===== src/rtl/instruction_loader_if.sv =====
// Byte-stream and instruction-memory write bundle for instruction_loader.
//
// Handshake: this is a valid-only stream with no backpressure. The loader
// accepts i_byte on every rising edge where i_byte_valid=1 while it is in LOAD
// and i_clear=0; there is no ready signal. o_instruction_write is a one-cycle
// strike. o_instruction is valid while the strike is high and holds its value
// until the next word completes.
interface instruction_loader_if #(
  parameter int WORD_SIZE_IN_BYTES = 4,
  parameter int MEM_SIZE_IN_WORDS  = 10
);
  localparam int CW = $clog2(MEM_SIZE_IN_WORDS + 1);

  logic                              i_clear;
  logic                              i_byte_valid;
  logic [7:0]                        i_byte;
  logic                              o_instruction_write;
  logic [WORD_SIZE_IN_BYTES*8-1:0]   o_instruction;
  logic [CW-1:0]                     o_word_count;
  logic                              o_done;
  logic                              o_error;
  logic [7:0]                        o_checksum;

  // Byte source side (UART receiver, testbench driver).
  modport master (
    output i_clear, i_byte_valid, i_byte,
    input  o_instruction_write, o_instruction, o_word_count,
           o_done, o_error, o_checksum
  );

  // Loader side.
  modport slave (
    input  i_clear, i_byte_valid, i_byte,
    output o_instruction_write, o_instruction, o_word_count,
           o_done, o_error, o_checksum
  );
endinterface


===== src/rtl/instruction_loader.sv =====
// instruction_loader: assembles a byte stream into big-endian instruction
// words and strikes them into an instruction memory, one word per strike.
// A session ends in DONE when the all-zero halt word is written, or in ERROR
// when memory fills with a non-zero word. i_clear restarts a session.
//
// Optional feature: define LOADER_CHECKSUM_EN to enable the running XOR
// checksum of accepted bytes on o_checksum; otherwise o_checksum is tied to 0.
//
// WORD_SIZE_IN_BYTES must be at least 2 (the assembly register holds all but
// the final byte of a word).
module instruction_loader #(
  parameter int WORD_SIZE_IN_BYTES = 4,
  parameter int MEM_SIZE_IN_WORDS  = 10
) (
  input  logic                 i_clk,
  input  logic                 i_reset,
  instruction_loader_if.slave  bus,
  output logic [1:0]           o_state
);

  localparam int IW   = WORD_SIZE_IN_BYTES * 8;
  localparam int CW   = $clog2(MEM_SIZE_IN_WORDS + 1);
  localparam int IDXW = (WORD_SIZE_IN_BYTES > 1) ? $clog2(WORD_SIZE_IN_BYTES) : 1;

  typedef enum logic [1:0] {
    ST_LOAD  = 2'd0,
    ST_DONE  = 2'd1,
    ST_ERROR = 2'd2
  } state_t;

  state_t           state_q;
  state_t           state_d;

  logic [IDXW-1:0]  idx_q;
  logic [IW-9:0]    asm_q;
  logic [IW-1:0]    instr_q;
  logic             write_q;
  logic [CW-1:0]    cnt_q;
  logic [CW-1:0]    cnt_next;

  logic             accept;
  logic             last_byte;
  logic [IW-1:0]    full_word;
  logic             word_zero;
  logic             mem_full;

  // A byte is taken only while loading and never in a clear cycle.
  assign accept    = (state_q == ST_LOAD) && bus.i_byte_valid && !bus.i_clear;
  assign last_byte = accept && (idx_q == IDXW'(WORD_SIZE_IN_BYTES - 1));

  // Earlier bytes sit in asm_q, shifted up as each new byte arrives, so the
  // first byte of a word ends up in the most significant position.
  assign full_word = {asm_q, bus.i_byte};
  assign word_zero = (full_word == '0);
  assign cnt_next  = cnt_q + CW'(1);
  assign mem_full  = (cnt_next == CW'(MEM_SIZE_IN_WORDS));

  // State register; reset dominates everything.
  always_ff @(posedge i_clk) begin
    if (!i_reset) begin
      state_q <= ST_LOAD;
    end else begin
      state_q <= state_d;
    end
  end

  // Next state: clear restarts the session; halt beats a full memory.
  always_comb begin
    state_d = state_q;
    if (bus.i_clear) begin
      state_d = ST_LOAD;
    end else if (last_byte) begin
      if (word_zero) begin
        state_d = ST_DONE;
      end else if (mem_full) begin
        state_d = ST_ERROR;
      end
    end
  end

  // Status outputs decoded from the current state.
  always_comb begin
    bus.o_done  = (state_q == ST_DONE);
    bus.o_error = (state_q == ST_ERROR);
    o_state     = state_q;
  end

  // Word assembly, write strike and word counter.
  always_ff @(posedge i_clk) begin
    if (!i_reset) begin
      idx_q   <= '0;
      asm_q   <= '0;
      instr_q <= '0;
      write_q <= 1'b0;
      cnt_q   <= '0;
    end else begin
      // A strike lasts exactly the cycle after the last byte is taken.
      write_q <= last_byte;
      if (bus.i_clear) begin
        // Drop any partial word; a strike already in flight still shows.
        idx_q <= '0;
        asm_q <= '0;
        cnt_q <= '0;
      end else if (accept) begin
        asm_q <= full_word[IW-9:0];
        if (last_byte) begin
          idx_q   <= '0;
          instr_q <= full_word;
          cnt_q   <= cnt_next;
        end else begin
          idx_q <= idx_q + IDXW'(1);
        end
      end
    end
  end

`ifdef LOADER_CHECKSUM_EN
  logic [7:0] csum_q;

  // Running XOR of every byte taken, restarted by reset and clear.
  always_ff @(posedge i_clk) begin
    if (!i_reset) begin
      csum_q <= 8'h00;
    end else if (bus.i_clear) begin
      csum_q <= 8'h00;
    end else if (accept) begin
      csum_q <= csum_q ^ bus.i_byte;
    end
  end

  assign bus.o_checksum = csum_q;
`else
  assign bus.o_checksum = 8'h00;
`endif

  assign bus.o_instruction_write = write_q;
  assign bus.o_instruction       = instr_q;
  assign bus.o_word_count        = cnt_q;

endmodule


===== src/flat_wrapper.sv =====
// flat-port wrapper written by rule: the top's interface ports become plain ports
module instruction_loader_flat 
#(
  parameter int WORD_SIZE_IN_BYTES = 4,
  parameter int MEM_SIZE_IN_WORDS  = 10
)
  (i_clk, i_reset, o_state, bus_i_clear, bus_i_byte_valid, bus_i_byte, bus_o_instruction_write, bus_o_instruction, bus_o_word_count, bus_o_done, bus_o_error, bus_o_checksum);
  instruction_loader_if #(.WORD_SIZE_IN_BYTES(WORD_SIZE_IN_BYTES), .MEM_SIZE_IN_WORDS(MEM_SIZE_IN_WORDS)) bus_i ();
  input  logic i_clk;
  input  logic i_reset;
  output logic [1:0] o_state;
  input wire logic [$bits(bus_i.i_clear)-1:0] bus_i_clear;
  input wire logic [$bits(bus_i.i_byte_valid)-1:0] bus_i_byte_valid;
  input wire logic [$bits(bus_i.i_byte)-1:0] bus_i_byte;
  output wire logic [$bits(bus_i.o_instruction_write)-1:0] bus_o_instruction_write;
  output wire logic [$bits(bus_i.o_instruction)-1:0] bus_o_instruction;
  output wire logic [$bits(bus_i.o_word_count)-1:0] bus_o_word_count;
  output wire logic [$bits(bus_i.o_done)-1:0] bus_o_done;
  output wire logic [$bits(bus_i.o_error)-1:0] bus_o_error;
  output wire logic [$bits(bus_i.o_checksum)-1:0] bus_o_checksum;
  assign bus_i.i_clear = bus_i_clear;
  assign bus_i.i_byte_valid = bus_i_byte_valid;
  assign bus_i.i_byte = bus_i_byte;
  assign bus_o_instruction_write = bus_i.o_instruction_write;
  assign bus_o_instruction = bus_i.o_instruction;
  assign bus_o_word_count = bus_i.o_word_count;
  assign bus_o_done = bus_i.o_done;
  assign bus_o_error = bus_i.o_error;
  assign bus_o_checksum = bus_i.o_checksum;
  instruction_loader #(.WORD_SIZE_IN_BYTES(WORD_SIZE_IN_BYTES), .MEM_SIZE_IN_WORDS(MEM_SIZE_IN_WORDS)) u_core (.i_clk(i_clk), .i_reset(i_reset), .bus(bus_i), .o_state(o_state));
endmodule

===== config.mk =====
export PLATFORM = sky130hd
export DESIGN_NAME = instruction_loader_flat
export DESIGN_NICKNAME = d
export VERILOG_FILES = /design/src/rtl/instruction_loader_if.sv /design/src/rtl/instruction_loader.sv /design/src/flat_wrapper.sv
export SDC_FILE = /design/constraint.sdc
export NUM_CORES = 1
export LEC_CHECK = 0
export CAP_MARGIN = 20
export CORE_MARGIN = 4
export CORE_UTILIZATION = 51
export CTS_BUF_LIST = sky130_fd_sc_hd__clkbuf_2
export DETAILED_ROUTE_END_ITERATION = 12
export GPL_TIMING_DRIVEN = 0
export PLACE_DENSITY = 0.86
export SLEW_MARGIN = 20
export SYNTH_ARGS = -nofsm -noshare
export SYNTH_HDL_FRONTEND = slang
export SYNTH_SLANG_ARGS = --single-unit
export TNS_END_PERCENT = 20

===== constraint.sdc =====
create_clock -name i_clk -period 1.75 [get_ports i_clk]
set_clock_uncertainty 0.05 [all_clocks]
set_input_delay 0.2625 -clock i_clk [delete_from_list [all_inputs] [get_ports i_clk]]
set_output_delay 0.2625 -clock i_clk [all_outputs]
set_load 0.02 [all_outputs]

### Word-level counts from Yosys, hierarchy flattened

Cells that the tools add are included.

| storage, ports and cells | value |
|---|---|
| bits in registers | 65 |
| output and inout bits | 49 |
| logic and storage cells | 28 |

| operators by class | value |
|---|---|
| add/sub/neg operators | 2 |
| equality and inequality tests | 4 |
| muxes and demuxes | 3 |
| bitwise logic cells | 2 |
| reduce and logical (&&, ||, !) cells | 11 |

Operators by type and width:

| kind | count |
|---|---|
| 32-bit zero test | 1 |
| 2-bit 2-to-1 mux | 3 |
| 4-bit by 1-bit adder with 4-bit output (second input constant) | 1 |
| 2-bit equality test (second input constant) | 2 |
| 4-bit equality test (second input constant) | 1 |
| 2-bit AND reduction | 2 |
| 1-bit logical AND | 3 |
| 3-bit AND reduction | 1 |
| 2-bit by 1-bit adder with 2-bit output (second input constant) | 1 |
| 2-bit by 1-bit equality test with 1-bit output (second input constant) | 1 |
| 2-bit zero test | 1 |
| 1-bit NOT | 2 |
| 2-bit nonzero test | 1 |
| 2-bit OR reduction | 1 |
| 1-bit zero test | 1 |

### Depth between registers and ports, before layout

Gate-level depths: netlist of the first run.

| depth | value |
|---|---|
| depth after elaboration | 5 |
| depth in mapped cells | 6 |
| mapped depth without buffers | 4 |

### Worst setup path after synthesis of the first run

No wires, ideal clock.

| path | value |
|---|---|
| path kind | register -> register |
| start | reg u_core.state_q[1], in the netlist u_core.o_state[1] |
| end | reg u_core.idx_q[0] |
| arrival | 1496 ps |
| data required time | 1572 ps |
| slack | 76 ps |
| stages on the path, launching flop included | 6 |
| buffers on the path | 2 |
| clock period less this slack | 1674 ps |
| cells stage by stage | dfxtp_1 or4b_1 clkbuf_1 clkbuf_1 a21oi_1 nor2_1 |

| on the way | value |
|---|---|
| cells in the longest elaborated chain, start to end | 5 |

RTL lines:

| element | RTL line | RTL |
|---|---|---|
| start, declared | instruction_loader.sv:31 | `state_t state_q;` |
| start signal, assigned | instruction_loader.sv:63 | `state_q <= state_d;` |
| 2-bit zero test * | instruction_loader.sv:48 | `assign accept = (state_q == ST_LOAD) && bus.i_byte_valid && !bus.i_clear;` |
| 1-bit logical AND * (2 in series) | instruction_loader.sv:48 |  |
| 1-bit logical AND | instruction_loader.sv:49 | `assign last_byte = accept && (idx_q == IDXW'(WORD_SIZE_IN_BYTES - 1));` |
| 2-bit 2-to-1 mux | instruction_loader.sv:106 | `if (last_byte) begin` |
| end signal, assigned | instruction_loader.sv:111 | `idx_q <= idx_q + IDXW'(1);` |
| end, declared | instruction_loader.sv:34 | `logic [IDXW-1:0] idx_q;` |

Mark *: on every way between the ends. The rest lies on a longest branch, timed or not.
A chain may end at the register's enable or synchronous reset.

### Worst setup path after layout of the first run

| path | value |
|---|---|
| start | reg u_core.state_q[1], in the netlist u_core.o_state[1] |
| end | reg u_core.state_q[0], in the netlist u_core.o_state[0] |

| on the way | value |
|---|---|
| cells in the longest elaborated chain, start to end | 5 |

RTL lines:

| element | RTL line |
|---|---|
| 2-bit zero test | instruction_loader.sv:48 |
| 1-bit logical AND (2 in series) | instruction_loader.sv:48 |
| 1-bit logical AND | instruction_loader.sv:49 |
| 2-bit AND reduction (no source line) | -- |

Every way passes these cells.

==> results of run 1 <==
## flip-flops by register name (all words and copies together), names as in the netlist
name                            count
u_core.bus.o_instruction_write      1
u_core.asm_q                       24
u_core.o_state                      2
u_core.bus.o_word_count             4
u_core.idx_q                        2
u_core.bus.o_instruction           32
## worst min-delay path by stage
stage,from,to,slack [ns],cells after the start
CTS,bus_i_byte[1],u_core.asm_q[1],0.29,3
global route,bus_i_byte[3],u_core.bus.o_instruction[3],0.29,3
floorplan,bus_i_byte[0],u_core.asm_q[0],0.35,2
detailed placement,u_core.bus.o_instruction[17],u_core.bus.o_instruction[17],0.41,2
finish,bus_i_byte[1],u_core.asm_q[1],0.31,3
global placement,u_core.idx_q[1],u_core.idx_q[1],0.40,2
## synth_stat cells
library cell | number | area (um^2)
inv_1 | 2 | 7.51
nor2b_1 | 1 | 6.26
nand2b_1 | 1 | 6.26
or4_1 | 1 | 7.51
nor4b_2 | 1 | 15.0
nor4_1 | 8 | 50.1
buf_2 | 4 | 20.0
a21boi_0 | 32 | 240
buf_4 | 9 | 67.6
and3_1 | 1 | 6.26
xnor2_1 | 2 | 17.5
nand3_1 | 2 | 10.0
clkbuf_1 | 15 | 56.3
conb_1 | 1 | 3.75
dfxtp_1 | 65 | 1300
a211oi_1 | 1 | 7.51
or4b_1 | 1 | 10.0
nand2_4 | 1 | 11.3
a41oi_1 | 1 | 8.76
nor2_1 | 7 | 26.3
nand2_1 | 114 | 428
xor2_1 | 3 | 26.3
o21ai_0 | 1 | 5.00
ha_1 | 3 | 37.5
and2_1 | 1 | 6.26
nand4_1 | 2 | 12.5
nor3_1 | 3 | 15.0
a21oi_1 | 26 | 130
## metal layers
metal	global-route usage [%]	vias up
li1	-	1143
met1	24.9	1062
met2	34.1	69
met3	4.01	14
met4	11.4	0
met5	0	-
## worst max-delay path, stage by stage (launching register included)
cell     delay, ns
dfxtp_2       0.39
nor4b_4       0.29
buf_4         0.21
nand2_4       0.09
or4_1         0.50
o21ai_0       0.10
## report_power, final
part	switching (W)	internal (W)
Sequential	0.00000580	0.00149
Clock	0.000560	0.000472
Combinational	0.0000820	0.0000650
Total	0.000648	0.00202
## kinds of logic after synthesis
| logic type | Yosys count | synth area share, % |
|---|---|---|
| xor gates and xnor gates | 5 | 1.72 |
| other | 1 | 0.148 |
| adders and majority gates | 3 | 1.48 |
| DFF | 65 | 51.2 |
| buffers and inverters | 30 | 5.96 |
| and+or+nand+nor | 144 | 24.0 |
| AOI/OAI and AO/OA | 61 | 15.4 |
## stage by stage
stage | hold slack [ns] | instances | TNS (ns)
floorplan | 0.348 | 316 | 0
global placement | 0.396 | 435 | -11.63
detailed placement | 0.410 | 435 | -13.52
CTS | 0.290 | 451 | 0
global route | 0.295 | 452 | -0.0601
finish | 0.309 | 452 | 0
## layout make-up
class | instances | area share, %
inverter | 2 | 0.228
clock buffer | 9 | 1.37
multi-input combinational | 221 | 34.2
clock inverter | 7 | 2.89
sequential | 65 | 39.6
buffer | 27 | 4.56
tap | 67 | 2.54
timing repair buffer | 54 | 14.6
## what timing repair did
action | in CTS | in global routing
resized for setup | 45 | 13
gates cloned | 0 | 0
setup buffers | 0 | 2
setup endpoints to repair | 49 | 42
==> impl_metrics.json, run 1 <==
{
  "final_hold_viol_count": 0,
  "final_cell_mix": "114 x nand2_1, 63 x dfxtp_1, 39 x dlygate4sd2_1, 32 x a21boi_0, 26 x a21oi_1",
  "dpl.hpwl_um": 4050,
  "syn_area_per_cell_um2": 8.22,
  "ioPinCount": 61,
  "yosysUniqueCellTypes": 28,
  "yosys_warnings": 0,
  "cts_buffer_depth": 2,
  "clk_latency_ns": 0.51,
  "route.met2.wl_um": 2820,
  "ys_seq_area_share_pct": 51.2,
  "power_w": 0.00267,
  "dr.pass1.iters": 4,
  "grt_antenna_before_repair": 0,
  "fin_area_um2": 3300,
  "cts.clk_slew.worst_paths_ns": 0.18,
  "leakagePower_nw": 1.36,
  "critPathKind": "reg2reg",
  "drt-initial-drc-count": 97,
  "synth.cell_area_um2": 2540,
  "cp-endpoint": "u_core.o_state[0]",
  "place_congestion": 0.828,
  "port_buffers": 52,
  "final_antenna_net_count": 0,
  "grt_overflow_total": 0,
  "maxSlewViolCount": 0,
  "grt_pass1_vias": 2236,
  "gr-usage-all-layers_pct": 20.6,
  "worstReg2RegEnd": "u_core.o_state[0]",
  "vias": 2288,
  "die-area_um2": 6170,
  "grt_pass1_wl_um": 9920,
  "core_area_um2": 4790,
  "regArea_um2": 1300,
  "synthToLayoutAreaGrowth_pct": 29.8,
  "die_w_um": 78.6,
  "cts_buffers": 9,
  "r2r_start": "u_core.o_state[1]",
  "routed.top_layer": "met4",
  "required_ns": 2.11,
  "met1_length_um": 2490,
  "power_density_nw_per_um2": 811,
  "max-cap-violations": 0,
  "rrSetupSlack_ns": 0.04,
  "crit_fanout": 8,
  "routed_via_density": 5.06,
  "dp_slack_ns": -0.381,
  "synth_cells": 309,
  "status": "finished clean",
  "start_kind": "register",
  "r2r_cells": 5,
  "root_buffer": "clkbuf_2",
  "cts.htree.levels": 3,
  "setup_viol": 0,
  "cts.sinks": 65,
  "hold_path.class": "in2reg",
  "drc": 0,
  "die_y_um": 78.6,
  "wl_per_cell_um": 12.9,
  "dpl_cell_area_um2": 3170,
  "grt_max_degree": 13,
  "n_antenna_cell": 0,
  "hold_buffers": 0,
  "crit_start": "u_core.o_state[1]",
  "drt-total-wl_um": 5820,
  "layout_commonest_cell": "nand2_1",
  "tritoncts": "built",
  "cp.arrival_ns": 2.07,
  "finalNetCount": 395,
  "layout-drive-gt1-share_pct": 10.4,
  "fin_util_pct": 68.9,
  "finalCritPeriodShare_pct": 97.7,
  "max_freq_ghz": 0.585,
  "ir_drop_v": 0.000726,
  "rsz0062_at_grt": "true",
  "min_period_ns": 1.71,
  "start_util_pct": 53.1,
  "multiInputGateArea_um2": 1130,
  "ys_ff_latch": 65,
  "end_kind": "register",
  "setup_slack_ns": 0.0407,
  "fillers": 392,
  "met3_length_um": 339,
  "core.rowCount": 25
}
No activity file was read; power rests on OpenSTA's default activity.
==> run 2, diff against run 1 <==
ABC_AREA = 1   (was unset)
==> impl_metrics.json, run 2 <==
{
  "cp_num_buf_inv": 1,
  "synthArstFlopShare_pct": 0,
  "core_area_um2": 4720,
  "crit_family": "flip-flops",
  "netlist.area_leader.share_pct": 52.3,
  "leakagePower_nw": 1.53,
  "cts.clk_slew.worst_paths_ns": 0.16,
  "min_period_ns": 1.60,
  "dpl_cell_area_um2": 3120,
  "holdWs_ns": 0.352,
  "synth_edf_count": 0,
  "yosys_warnings": 0,
  "rrSetupSlack_ns": 0.30,
  "drt-total-wl_um": 5930,
  "routed_via_density": 4.96,
  "hold_end": "u_core.bus.o_instruction[0]",
  "wl_per_cell_um": 13.1,
  "cts.htree.levels": 3,
  "clk_latency_ns": 0.48,
  "core.rowCount": 25,
  "start_kind": "register",
  "ys_seq_area_share_pct": 52.3,
  "port_buffers": 52,
  "grt_pass1_vias": 2205,
  "vias": 2253,
  "status": "finished clean",
  "power_density_nw_per_um2": 795,
  "ys.flop_type": "dfxtp_1",
  "cpPeakStageDelay_ns": 0.46,
  "critPathKind": "reg2out",
  "synth.cell_area_um2": 2490,
  "setup_viol": 0,
  "grt_max_degree": 11,
  "dr.pass1.iters": 4,
  "timing.setup.tns_ns": 0,
  "root_buffer": "clkbuf_2",
  "dpl.hpwl_um": 4400,
  "die_w_um": 77.9,
  "yosysUniqueCellTypes": 24,
  "synthToLayoutAreaGrowth_pct": 27.3,
  "tritoncts": "built",
  "synth.area.top_cells": "dfxtp_1 52%, o21ai_0 11%, nor2_1 9.0%",
  "syn_area_per_cell_um2": 7.98,
  "ys_ff_latch": 65,
  "rsz0062_at_grt": "false",
  "layout-drive-gt1-share_pct": 10.1,
  "dp_cells": 438,
  "synth_common_cells": "65 x dfxtp_1, 60 x nor2_1, 53 x o21ai_0",
  "post_cts_buffers": 0,
  "cts_buffers": 9,
  "gr-usage-all-layers_pct": 21.4,
  "start_util_pct": 52.7,
  "largest_reg_flops": 32,
  "r2r_start": "u_core.idx_q[0]",
  "cp_cell_sequence": "dlygate4sd2_1",
  "min-delay-start": "bus_i_byte[0]",
  "die_y_um": 77.9,
  "hold_path.class": "in2reg",
  "slowest_stage": "dfxtp_1",
  "fin_cells": 454,
  "fin_util_pct": 67.1,
  "synth_cells": 312,
  "cts_buffer_depth": 2,
  "required_ns": 1.44,
  "ir_drop_v": 0.000444,
  "yosysMostFrequentCell": "dfxtp_1",
  "grt_pass1_wl_um": 10200,
  "cp.arrival_ns": 1.29,
  "drc": 0,
  "drt-initial-drc-count": 160,
  "finalNetCount": 397,
  "layout_commonest_cell": "dfxtp_1",
  "final_hold_viol_count": 0,
  "maxSlewViolCount": 0,
  "grt_overflow_total": 0,
  "max_freq_ghz": 0.623,
  "hold_path_depth": 3,
  "n_antenna_cell": 0,
  "crit_fanout": 6,
  "synth.largest_area_cell": "dfxtp_1",
  "fillers": 425,
  "die-area_um2": 6060,
  "worstReg2RegEnd": "u_core.bus.o_instruction[27]",
  "end_kind": "output port",
  "r2r_cells": 6,
  "place_congestion": 0.933,
  "final_antenna_net_count": 0,
  "final_cell_mix": "64 x dfxtp_1, 60 x nor2_1, 53 x o21ai_0, 39 x dlygate4sd2_1, 29 x a21oi_1",
  "grt_antenna_before_repair": 0,
  "ioPinCount": 61,
  "cts.sinks": 65,
  "max-cap-violations": 0,
  "finalCritPeriodShare_pct": 91.7,
  "fin_area_um2": 3170
}
[run 2: worst reg2reg max path, cell delays in order (launching register included)]
cell	delay [ns]
dfxtp_1	0.38
ha_1	0.22
inv_1	0.12
nor2_8	0.18
buf_4	0.19
o21ai_0	0.10
a21oi_1	0.16
[run 2: logic make-up after synthesis]
group                    count (synthesis)  share of synthesized area, %
AO/OA/AOI/OAI                           87                          17.8
XOR/XNOR                                 2                         0.704
adder cells (fa/ha/maj)                  3                          1.51
buffers and inverters                   50                          9.90
flip-flops                              65                          52.3
other                                    1                         0.151
AND/OR/NAND/NOR                        104                          17.6
[run 2: report_power, final]
| part | switching, W | internal [W] |
|---|---|---|
| combinational | 0.000113 | 0.0000691 |
| clock | 0.000497 | 0.000327 |
| sequential | 0.0000136 | 0.00150 |
| total | 0.000624 | 0.00190 |
[run 2: through the flow]
step                total power (W)  worst slack, ns
floorplan                   0.00166            0.426
global placement            0.00172           -0.122
detailed placement          0.00173           -0.177
CTS                         0.00254           0.0452
global route                0.00263          0.00800
finish                      0.00252            0.146
[run 2: final cells by class]
type                       count  area (um^2)  share of cell area (%)
multi-input combinational    204          968                    30.6
buffer                        22          141                    4.46
inverter                      28          105                    3.32
tap                           67         83.8                    2.65
clock buffer                  11         55.1                    1.74
sequential                    65         1300                    41.1
timing repair buffer          52          467                    14.7
clock inverter                 5         46.3                    1.46
[run 2: worst max path at each step]
stage                                    start                           end  cells past startpoint
floorplan                    u_core.o_state[1]  u_core.bus.o_instruction[20]                      7
global placement                       i_reset              u_core.asm_q[22]                      6
detailed placement                     i_reset    u_core.bus.o_word_count[2]                      6
CTS                          u_core.o_state[0]                    bus_o_done                      3
global route                 u_core.o_state[0]                    bus_o_done                      3
finish              u_core.bus.o_word_count[0]           bus_o_word_count[0]                      1
[run 2: routing by layer]
layer / wire length (um) / global-route usage, % / vias up
li1: - / - / 1145
met1: 2760 / 26.8 / 1029
met2: 2660 / 34.3 / 64
met3: 351 / 5.57 / 15
met4: 156 / 9.96 / 0
met5: 0 / 0 / -
[run 2: what timing repair did]
item	4_1_cts	5_1_grt
setup endpoints to repair	41	2
hold endpoints to repair	0	0
hold buffers	0	0
gates resized for setup	41	4
==> run 3, diff against run 2 <==
==> constraint.sdc (replaced) <==
create_clock -name i_clk -period 1.75 [get_ports i_clk]
set_clock_uncertainty 0.05 [all_clocks]
set_input_delay 0.35 -clock i_clk [delete_from_list [all_inputs] [get_ports i_clk]]
set_output_delay 0.35 -clock i_clk [all_outputs]
set_load 0.02 [all_outputs]
==> impl_metrics.json, run 3 (same netlist as run 2, synthesis figures left out) <==
{
  "status": "finished clean",
  "post_cts_buffers": 0,
  "die-area_um2": 6060,
  "vias": 2258,
  "grt_pass1_vias": 2205,
  "start_kind": "register",
  "p_sw_w": 0.000627,
  "drt-total-wl_um": 6010,
  "holdWs_ns": 0.433,
  "max_freq_ghz": 0.611,
  "cp.arrival_ns": 1.24,
  "port_buffers": 52,
  "hold_path.class": "reg2reg",
  "min_period_ns": 1.64,
  "dpl.hpwl_um": 4400,
  "crit_fanout": 5,
  "leakagePower_nw": 1.54,
  "wl_per_cell_um": 13.2,
  "grt_max_degree": 11,
  "start_util_pct": 52.7,
  "finalNetCount": 397,
  "cts_buffer_depth": 2,
  "fin_cells": 454,
  "max-cap-violations": 0,
  "core.rowCount": 25,
  "cts.clk_slew.worst_paths_ns": 0.16,
  "regArea_um2": 1310,
  "cp_cell_sequence": "inv_1 -> nor2_1 -> clkdlybuf4s15_2",
  "maxSlewViolCount": 0,
  "dp_slack_ns": -0.264,
  "comb_power_share_pct": 7.3,
  "swShare_pct": 24.8,
  "fillers": 423,
  "ioPinCount": 61,
  "drt-initial-drc-count": 182,
  "required_ns": 1.35,
  "setup_slack_ns": 0.113,
  "final_hold_viol_count": 0,
  "final_antenna_net_count": 0,
  "setup_viol": 0,
  "end_kind": "output port",
  "rsz0062_at_grt": "true",
  "grt_antenna_before_repair": 0,
  "clkPwrFrac_pct": 32.8,
  "final_cell_mix": "60 x nor2_1, 60 x dfxtp_1, 53 x o21ai_0, 39 x dlygate4sd2_1, 29 x a21oi_1",
  "cts.sinks": 65,
  "dr.pass1.iters": 5,
  "clk_latency_ns": 0.48,
  "internal-power_w": 0.00189,
  "fin_area_um2": 3180,
  "root_buffer": "clkbuf_2",
  "place_congestion": 0.933,
  "ir_drop_v": 0.000444,
  "dp_cells": 438,
  "die_w_um": 77.9,
  "multiInputGateArea_um2": 968,
  "grt_overflow_total": 0,
  "cts_buffers": 9,
  "gr-usage-all-layers_pct": 21.4,
  "power_w": 0.00252,
  "power_density_nw_per_um2": 793,
  "core_area_um2": 4720,
  "layout-drive-gt1-share_pct": 11.4,
  "drc": 0,
  "die_y_um": 77.9,
  "finalCritPeriodShare_pct": 93.5,
  "tritoncts": "built",
  "slowest_stage": "dfxtp_4",
  "seqPwrFrac_pct": 60.0,
  "n_antenna_cell": 0,
  "grt_pass1_wl_um": 10200,
  "synthToLayoutAreaGrowth_pct": 27.6,
  "cts.htree.levels": 3,
  "dpl_cell_area_um2": 3120,
  "routed_via_density": 4.97,
  "largest_reg_flops": 32,
  "cpPeakStageDelay_ns": 0.39,
  "critPathKind": "reg2out"
}
==> run 3: worst max-delay path: cells and delay by family (launching register included) <==
family / cells / cell delay [ns]
buffers and inverters: 2 / 0.30
DFF: 1 / 0.39
and+or+nand+nor: 1 / 0.07
==> run 3: stage by stage <==
stage	TNS, ns	utilization, %
floorplan	0	-
global placement	-7.92	66.1
detailed placement	-9.17	66.1
CTS	0	67.2
global route	-0.0249	67.3
finish	0	67.3
==> run 3: worst paths after layout <==
check,start,end,slack [ns],depth (start not counted)
setup / recovery,u_core.o_state[0],bus_o_done,0.11,3
hold / removal,u_core.bus.o_instruction[12],u_core.bus.o_instruction[12],0.43,2
setup reg to reg,u_core.idx_q[0],u_core.bus.o_instruction[28],0.29,6
hold reg to reg,u_core.bus.o_instruction[12],u_core.bus.o_instruction[12],0.43,2
==> run 3: per-layer routing <==
layer	vias up	GRT usage, %	wire length (um)
met5	-	0	0
met4	0	9.96	153
met3	14	5.57	399
met2	84	34.3	2730
met1	1018	26.8	2720
li1	1142	-	-
==> run 3: power groups by stage <==
stage / sequential, W / combinational, W / clock, W
4_1_cts: 0.00151 / 0.000181 / 0.000841
3_5_place_dp: 0.00155 / 0.000180 / 0
2_1_floorplan: 0.00154 / 0.000117 / 0
3_3_place_gp: 0.00154 / 0.000178 / 0
5_1_grt: 0.00152 / 0.000204 / 0.000908
6_report: 0.00151 / 0.000183 / 0.000826
==> run 3: area by class of cell <==
class / instances / share of cell area [%]
flip-flops and latches: 65 / 41.2
well taps: 67 / 2.64
repair buffers: 52 / 14.7
plain buffers: 22 / 4.45
clock inverters: 5 / 1.46
inverters: 28 / 3.31
clock buffers: 11 / 1.73
multi-input cells: 204 / 30.5
==> run 3: what timing repair did <==
| action | CTS | global route |
|---|---|---|
| endpoints found under the setup margin | 41 | 6 |
| gates resized for setup | 45 | 7 |
| hold buffers | 0 | 0 |
